[config.mk]
export PLATFORM = sky130hd
export DESIGN_NAME = sp_ram_arb
export DESIGN_NICKNAME = d
export VERILOG_FILES = /design/src/rtl/sp_ram_arb.sv
export SDC_FILE = /design/constraint.sdc
export NUM_CORES = 1
export LEC_CHECK = 0
export ABC_CLOCK_PERIOD_IN_PS = 1500
export CAP_MARGIN = 20
export CORE_MARGIN = 2
export CORE_UTILIZATION = 37
export CTS_CLUSTER_DIAMETER = 50
export DETAILED_ROUTE_END_ITERATION = 8
export HOLD_SLACK_MARGIN = 0.03
export PLACE_DENSITY = 0.76
export SYNTH_ARGS = -nofsm -noshare
export SYNTH_HDL_FRONTEND = slang
export SYNTH_SLANG_ARGS = --single-unit
[constraint.sdc]
create_clock -name clk -period 1.5 [get_ports clk]
set_clock_uncertainty 0.2 [all_clocks]
set_input_delay 0.45 -clock clk [delete_from_list [all_inputs] [get_ports clk]]
set_output_delay 0.45 -clock clk [all_outputs]
set_load 0.03 [all_outputs]
[src/rtl/sp_ram_arb.sv]
`default_nettype none
// sp_ram_arb: arbitrates two clients onto one single-port RAM with a 3-cycle req/ack sequence.
// Optional round-robin tie-break enabled by defining SP_RAM_ARB_RR_EN. Rev 1.0
module sp_ram_arb #(
  parameter int DW = 8,
  parameter int AW = 6
) (
  input  logic          clk,
  input  logic          rst,
  input  logic          a_req,
  input  logic          a_we,
  input  logic [AW-1:0] a_addr,
  input  logic [DW-1:0] a_wdata,
  output logic          a_ack,
  output logic [DW-1:0] a_rdata,
  input  logic          b_req,
  input  logic          b_we,
  input  logic [AW-1:0] b_addr,
  input  logic [DW-1:0] b_wdata,
  output logic          b_ack,
  output logic [DW-1:0] b_rdata,
  output logic [DW-1:0] ram_data,
  output logic [AW-1:0] ram_addr,
  output logic          ram_we,
  input  logic [DW-1:0] ram_q,
  output logic          busy
);

  typedef enum logic [1:0] {
    IDLE  = 2'd0,
    ISSUE = 2'd1,
    DONE  = 2'd2
  } state_t;

  state_t        state;
  logic          owner;      // 0 = A, 1 = B
  logic [DW-1:0] a_rdata_q;
  logic [DW-1:0] b_rdata_q;
  logic          grant_b;

`ifdef SP_RAM_ARB_RR_EN
  logic last_b;

  // Tie goes to whoever was not granted last; reset value lets A win first.
  assign grant_b = b_req & (~a_req | ~last_b);

  always_ff @(posedge clk) begin
    if (rst) begin
      last_b <= 1'b1;
    end else if (state == IDLE && (a_req | b_req)) begin
      last_b <= grant_b;
    end
  end
`else
  assign grant_b = b_req & ~a_req;
`endif

  always_ff @(posedge clk) begin
    if (rst) begin
      state     <= IDLE;
      owner     <= 1'b0;
      a_ack     <= 1'b0;
      b_ack     <= 1'b0;
      ram_we    <= 1'b0;
      ram_addr  <= '0;
      ram_data  <= '0;
      a_rdata_q <= '0;
      b_rdata_q <= '0;
    end else begin
      case (state)
        IDLE: begin
          a_ack <= 1'b0;
          b_ack <= 1'b0;
          if (a_req | b_req) begin
            state    <= ISSUE;
            owner    <= grant_b;
            ram_addr <= grant_b ? b_addr  : a_addr;
            ram_data <= grant_b ? b_wdata : a_wdata;
            ram_we   <= grant_b ? b_we    : a_we;
          end
        end
        ISSUE: begin
          state  <= DONE;
          ram_we <= 1'b0;
          a_ack  <= ~owner;
          b_ack  <= owner;
        end
        DONE: begin
          state <= IDLE;
          a_ack <= 1'b0;
          b_ack <= 1'b0;
          if (a_ack) a_rdata_q <= ram_q;
          if (b_ack) b_rdata_q <= ram_q;
        end
        default: begin
          state  <= IDLE;
          a_ack  <= 1'b0;
          b_ack  <= 1'b0;
          ram_we <= 1'b0;
        end
      endcase
    end
  end

  // Q only settles at the edge ending ISSUE, so the ack cycle forwards it live
  // and the holding register keeps it from then on.
  assign a_rdata = a_ack ? ram_q : a_rdata_q;
  assign b_rdata = b_ack ? ram_q : b_rdata_q;
  assign busy    = (state != IDLE);

endmodule
`default_nettype wire

==> results.cfg <==
[finish]
nFillCells = 345
final_cell_mix = buf_4 (33), dfxtp_1 (32), clkdlybuf4s50_1 (31), nand2_1 (30), buf_6 (22)
final_nets = 311
area_delta_synth_final_pct = 70.0
mostFrequentLayoutCell = buf_4
drive_gt1_frac = 0.367
regArea_um2 = 736
n_antenna_cell = 0
multi_input_area_um2 = 937
fin_util = 0.653

[power]
power.density_nw_per_um2 = 837
leakage_nw = 1.20
vdd_ir_drop_max_uv = 599

[floorplan]
row_count = 24
die_y_um = 71.2
ios = 76
initial_utilization = 0.384
fp.dieArea_um2 = 5070
fp.dieW_um = 71.2
core_region_area_um2 = 4350

[status]
outcome = finished, violations left
violations = negative setup slack

[hold_path]
hold_depth = 1
hold_path.class = reg -> reg

[timing]
rsz0062_at_grt = yes
min_period_ns = 1.87
hold_violations = 0
slew_headroom = 0.828
fin_ws_ns = -0.373
clock.fmax_ghz = 0.534
fin_crit_sh = 1.25
fin_setup_tns_ns = -6.04
drv_slew = 0
worst_slew_pin_slew_ns = 0.258
setup_violations = 19

[route]
drt_iter0_drc = 77
route.detailed.wl_per_inst_um = 13.8
ant_nets = 0
dr.pass1.iters = 4
drc = 0
routed_wl_um = 4450
vias = 1633
drt-vias-per-instance = 5.07

[placement]
place_congestion = 0.752
dp_hpwl_um = 2950
place.port_buffers = 75

[clocking]
hold_buffers = 0
h-tree-depth = 2
clk_root_buffer_cell = clkbuf_8
cts_tree = done
cts_made_buffers = 5
cts.sinks = 36
clk_path_buf_depth = 2
clk_pin_slew_ns = 0.07
clk_latency_ns = 0.28

[worst_setup_path]
path_cells = buf_6 -> mux2_4 -> buf_6
critPathCaptureType = primary output
cpMaxStageDelayCell = dfxtp_4
worstRegToRegCells = 5
slowest_delay_ns = 0.37
cp_max_fo = 4
startpoint_type = register
cp_data_arrival_time_ns = 1.22
cp.required_ns = 0.85
crit_top_cell = buf_6
path_class = reg -> out

[global_route]
grt_use_total = 0.182
gr-total-overflow = 0
antenna_found_initial = 0
grt_pass1_wl_um = 7320
grt_pass1_vias = 1573
grt_max_degree = 17

[synthesis]
post_synth_inst_count = 175
synth_cell_type_count = 26
ys_seq_elements = 36
syn_avg_cell_area_um2 = 9.55
syn_area_um2 = 1670
ys_warn_count = 0
synthesis.nets = 217
ys_seq_area_frac = 0.431

[flow_run]
maxCapViolCount = 0
[cell type report]
cell class                 count  share of cell area
multi-input combinational    123               0.330
inverter                       1             0.00132
sequential                    36               0.259
timing repair buffer         102               0.359
tap                           52              0.0229
clock inverter                 1             0.00132
clock buffer                   7              0.0269
[per-stage QoR]
stage / instance area (µm²) / hold slack, ns / instances / worst slack (ns) / power (W)
floorplan: 1760 / 0.189 / 175 / -0.0386 / 0.00141
global placement: 2510 / 0.202 / 301 / -0.485 / 0.00167
detailed placement: 2510 / 0.208 / 301 / -0.528 / 0.00167
CTS: 2760 / 0.225 / 317 / -0.373 / 0.00237
global route: 2840 / 0.245 / 322 / -0.415 / 0.00250
finish: 2840 / 0.223 / 322 / -0.373 / 0.00238
[state kept, by name, summed over array words and instances, names as in the netlist]
register	count
a_rdata_q	8
b_rdata_q	8
ram_data	8
ram_addr	6
state	2
a_ack	1
b_ack	1
owner	1
ram_we	1
[metal layers]
metal | GRT usage | routed length, µm | vias up
met2 | 0.295 | 2120 | 77
li1 | - | - | 799
met4 | 0.0629 | 78 | 0
met1 | 0.221 | 1810 | 749
met3 | 0.0703 | 449 | 8
met5 | 0 | 0 | -
[cell families (layout without fill, tap and decap cells)]
family,after synthesis,after routing,synth area share
AND/OR/NAND/NOR,58,58,0.153
flip-flops,36,36,0.431
multiplexers,33,33,0.210
AO/OA/AOI/OAI,32,32,0.138
buffers and inverters,16,111,0.0681
[critical path: cells and delay by family, from the launching register on]
family                 cells  cell delay (ns)
buffers and inverters      2             0.27
flip-flops                 1             0.37
multiplexers               1             0.31
[cells in the mapped netlist]
cell,instances,area [µm²]
a21oi_1,15,75.1
a311oi_1,12,105
a311oi_2,2,30.0
and2_1,1,6.26
and2b_2,1,8.76
buf_1,1,3.75
buf_12,1,20.0
buf_2,3,15.0
buf_4,5,37.5
buf_6,2,22.5
clkbuf_1,3,11.3
dfxtp_1,36,721
inv_2,1,3.75
mux2_2,16,180
mux2i_1,17,170
nand2_1,30,113
nand2b_1,1,6.26
nor2_1,19,71.3
nor2_4,2,22.5
nor2b_1,1,6.26
nor2b_2,1,8.76
nor3b_1,1,7.51
o211ai_1,1,7.51
o21ai_0,1,5.00
o31ai_1,1,7.51
or2_1,1,6.26
[timing repair]
action	CTS	global route
buffers inserted	8	5
resized for setup	38	8
endpoints found under the setup margin	35	23
pin swaps	4	2
endpoints found under the hold margin	0	0
cloned	0	1
[power breakdown]
part / internal, W / switching (W)
Sequential: 0.00101 / 0.0000333
Clock: 0.000323 / 0.000329
Combinational: 0.000350 / 0.000336
[final timing paths]
check        slack [ns]                from                         to
max               -0.37    a_ack$_SDFF_PP0_                 a_rdata[7]
min                0.22  owner$_SDFFE_PP0P_           a_ack$_SDFF_PP0_
max reg2reg        0.05    a_ack$_SDFF_PP0_  a_rdata_q[1]$_SDFFE_PP0N_
min reg2reg        0.22  owner$_SDFFE_PP0P_           a_ack$_SDFF_PP0_
No activity file was read; power rests on OpenSTA's default activity.
==> edit: new RTL, same flow settings <==
Encoding of `state_t`: now one-hot (3 bits for 3 states).
--- a/src/rtl/sp_ram_arb.sv
+++ b/src/rtl/sp_ram_arb.sv
@@ -28,6 +28,6 @@
 
-  typedef enum logic [1:0] {
-    IDLE  = 2'd0,
-    ISSUE = 2'd1,
-    DONE  = 2'd2
+  typedef enum logic [2:0] {
+    IDLE  = 3'b001,
+    ISSUE = 3'b010,
+    DONE  = 3'b100
   } state_t;
Formal check against the unedited RTL: no difference found for any inputs over 10 cycles, from zero or initial values and one cycle with rst high; not proved beyond that.
==> edit against the unedited design <==
The flow still finishes with violations (setup timing); routed wire length rose by 4.5%; final area rose by 10%; synthesized cell count fell by 9.7%; worst setup slack got worse by 0.0087 ns; combinational power rose by 31%; highest routed layer unchanged; sequential cell count rose by 1; synthesized area rose by 4.9%; critical endpoint is now a_rdata[4]; power rose by 20%.
==> edit: results (changes against the unedited design) <==
stage,metric,value,unit,change
status,status,"finished, violations left",,
status,violated checks,setup timing,,
synth,Area contributors post-synth,"dfxtp_1 (42%), mux2i_1 (17%), mux2_2 (11%)",,
cells_and_area,FILL cells,364,,+5.5%
critical_path,Crit. Startpoint,a_ack,,
detailed_routing,Top Metal Used,met4,,
global_routing,total track usage,17.64,%,-0.56 points
detailed_routing,met2 wire len,2319,um,+9.5%
detailed_routing,WL met3,295,um,-34%
synth,ys async rst share,0,%,unchanged
clocking,"Reg clk slew, reported paths",0.07,ns,about the same
global_routing,first-pass GRT wire length,7196,um,-1.7%
synth,"Seq/Total Area, Yosys",42.23,%,-0.89 points
pwr,sequential share of power,39.1,%,-4.7 points
placement,post-DP HPWL,2858,um,-3.1%
detailed_routing,via count,1557,,-4.7%
detailed_routing,DR iter-0 viols,46,,-40%
global_routing,met3 Use GR,6.354,%,-0.68 points
clocking,CTS H-tree lvls,2,,unchanged
pwr,internal power,2018,uW,+20%
placement,GPL Wtd Cong,0.7436,,-1.2%
critical_path,"Slowest-stage cell, CP",dfxtp_4,,
global_routing,GRT Residual Overflow,0,,unchanged
critical_path,"Arr. time, crit path",1.23,ns,
global_routing,GRT met1 Usage,20.70,%,-1.4 points
critical_path,CP peak stage delay,0.36,ns,
critical_path,RR Startpoint,state[2],,
global_routing,GR Layer Usage met2,30.91,%,+1.4 points
synth,Synth Flop Type,dfxtp_1,,
detailed_routing,Wirelength per Cell,14.77,um,+6.8%
critical_path,worst-path fanout max,4,,unchanged
pwr,clock network fraction of design power,29.3,%,+1.9 points
clocking,Worst-Skew Late Latency,0.29,ns,
pwr,peak supply drop,0.5264,mV,-12%
detailed_routing,M1 WL,1980,um,+9.6%
cells_and_area,fin nets,302,,-2.9%
cells_and_area,Inserted Diodes,0,,unchanged
hold_path,min-delay worst type,flop to flop,,
sta,PnR worst setup slack,-0.3819,ns,-0.008729 ns
global_routing,largest net degree at the start of global routing,22,,+5
synth,Synth top cells by count,"dfxtp_1 (37), nor2_1 (31), mux2i_1 (30)",,
global_routing,vias in the first global route,1547,,-1.7%
cells_and_area,layout cells sized above 1,48.66,%,+12 points
global_routing,initial antenna violation count,0,,unchanged
synth,distinct cell type count after synthesis,26,,unchanged
synth,Mapped Nets,200,,-7.8%
pwr,leakage,0.001335,uW,+11%
sta,actual slew at the worst max-slew pin,0.2802,ns,+0.02246 ns
sta,setup tns final,-8.284,ns,-2.246 ns
placement,post-placement cell area,2587,um2,+2.9%
sta,Final setup viols,49,,+30
[edit: changes by cell type in the layout (fill, tap and decap cells not counted), sizes merged, moves of 2 or more]
cell / before / now
a211oi: 0 / 15
a21oi: 15 / 2
a311oi: 14 / 0
buf: 60 / 63
mux2: 16 / 18
mux2i: 17 / 30
nand2: 30 / 1
nor2: 21 / 31
o21a: 0 / 3
[edit: through the flow]
| stage | setup slack (ns) | hold slack (ns) | total power (uW) | std cells |
|---|---|---|---|---|
| after CTS | -0.3823 | 0.2347 | 2746 | 306 |
| after global routing | -0.4068 | 0.2624 | 2966 | 315 |
| final | -0.3819 | 0.2336 | 2851 | 315 |
| after floorplan | -0.03865 | 0.1966 | 1544 | 158 |
| after detailed placement | -0.5465 | 0.2210 | 1806 | 288 |
| after global placement | -0.4969 | 0.2152 | 1798 | 288 |
[edit: worst paths after layout]
kind                 endpoint  slack (ns)  cells past startpoint
setup / recovery   a_rdata[4]       -0.38                      3
hold / removal          a_ack        0.23                      1
setup reg to reg  ram_addr[1]       -0.15                      6
hold reg to reg         a_ack        0.23                      1
[edit: layout make-up]
cell class              count  area, um2  share of cell area [%]
clock buffers               6      72.57                   2.316
clock inverters             2      33.78                   1.078
inverters                   1      3.754                  0.1198
multi-input cells         109       1070                   34.15
flip-flops and latches     37      759.5                   24.24
well taps                  54      67.56                   2.157
repair buffers            106       1126                   35.94
[edit: what timing repair did]
action	4_1_cts	5_1_grt
gates cloned	4	1
hold endpoints to repair	0	0
buffers inserted	6	10
gates resized for setup	44	36
pin swaps	0	11
endpoints found under the setup margin	52	48
[edit: logic make-up after synthesis]
group	synth area share, %
muxes	28.67
and+or+nand+nor	11.34
AOI/OAI and AO/OA	11.84
DFF	42.23
buffers and inverters	5.920
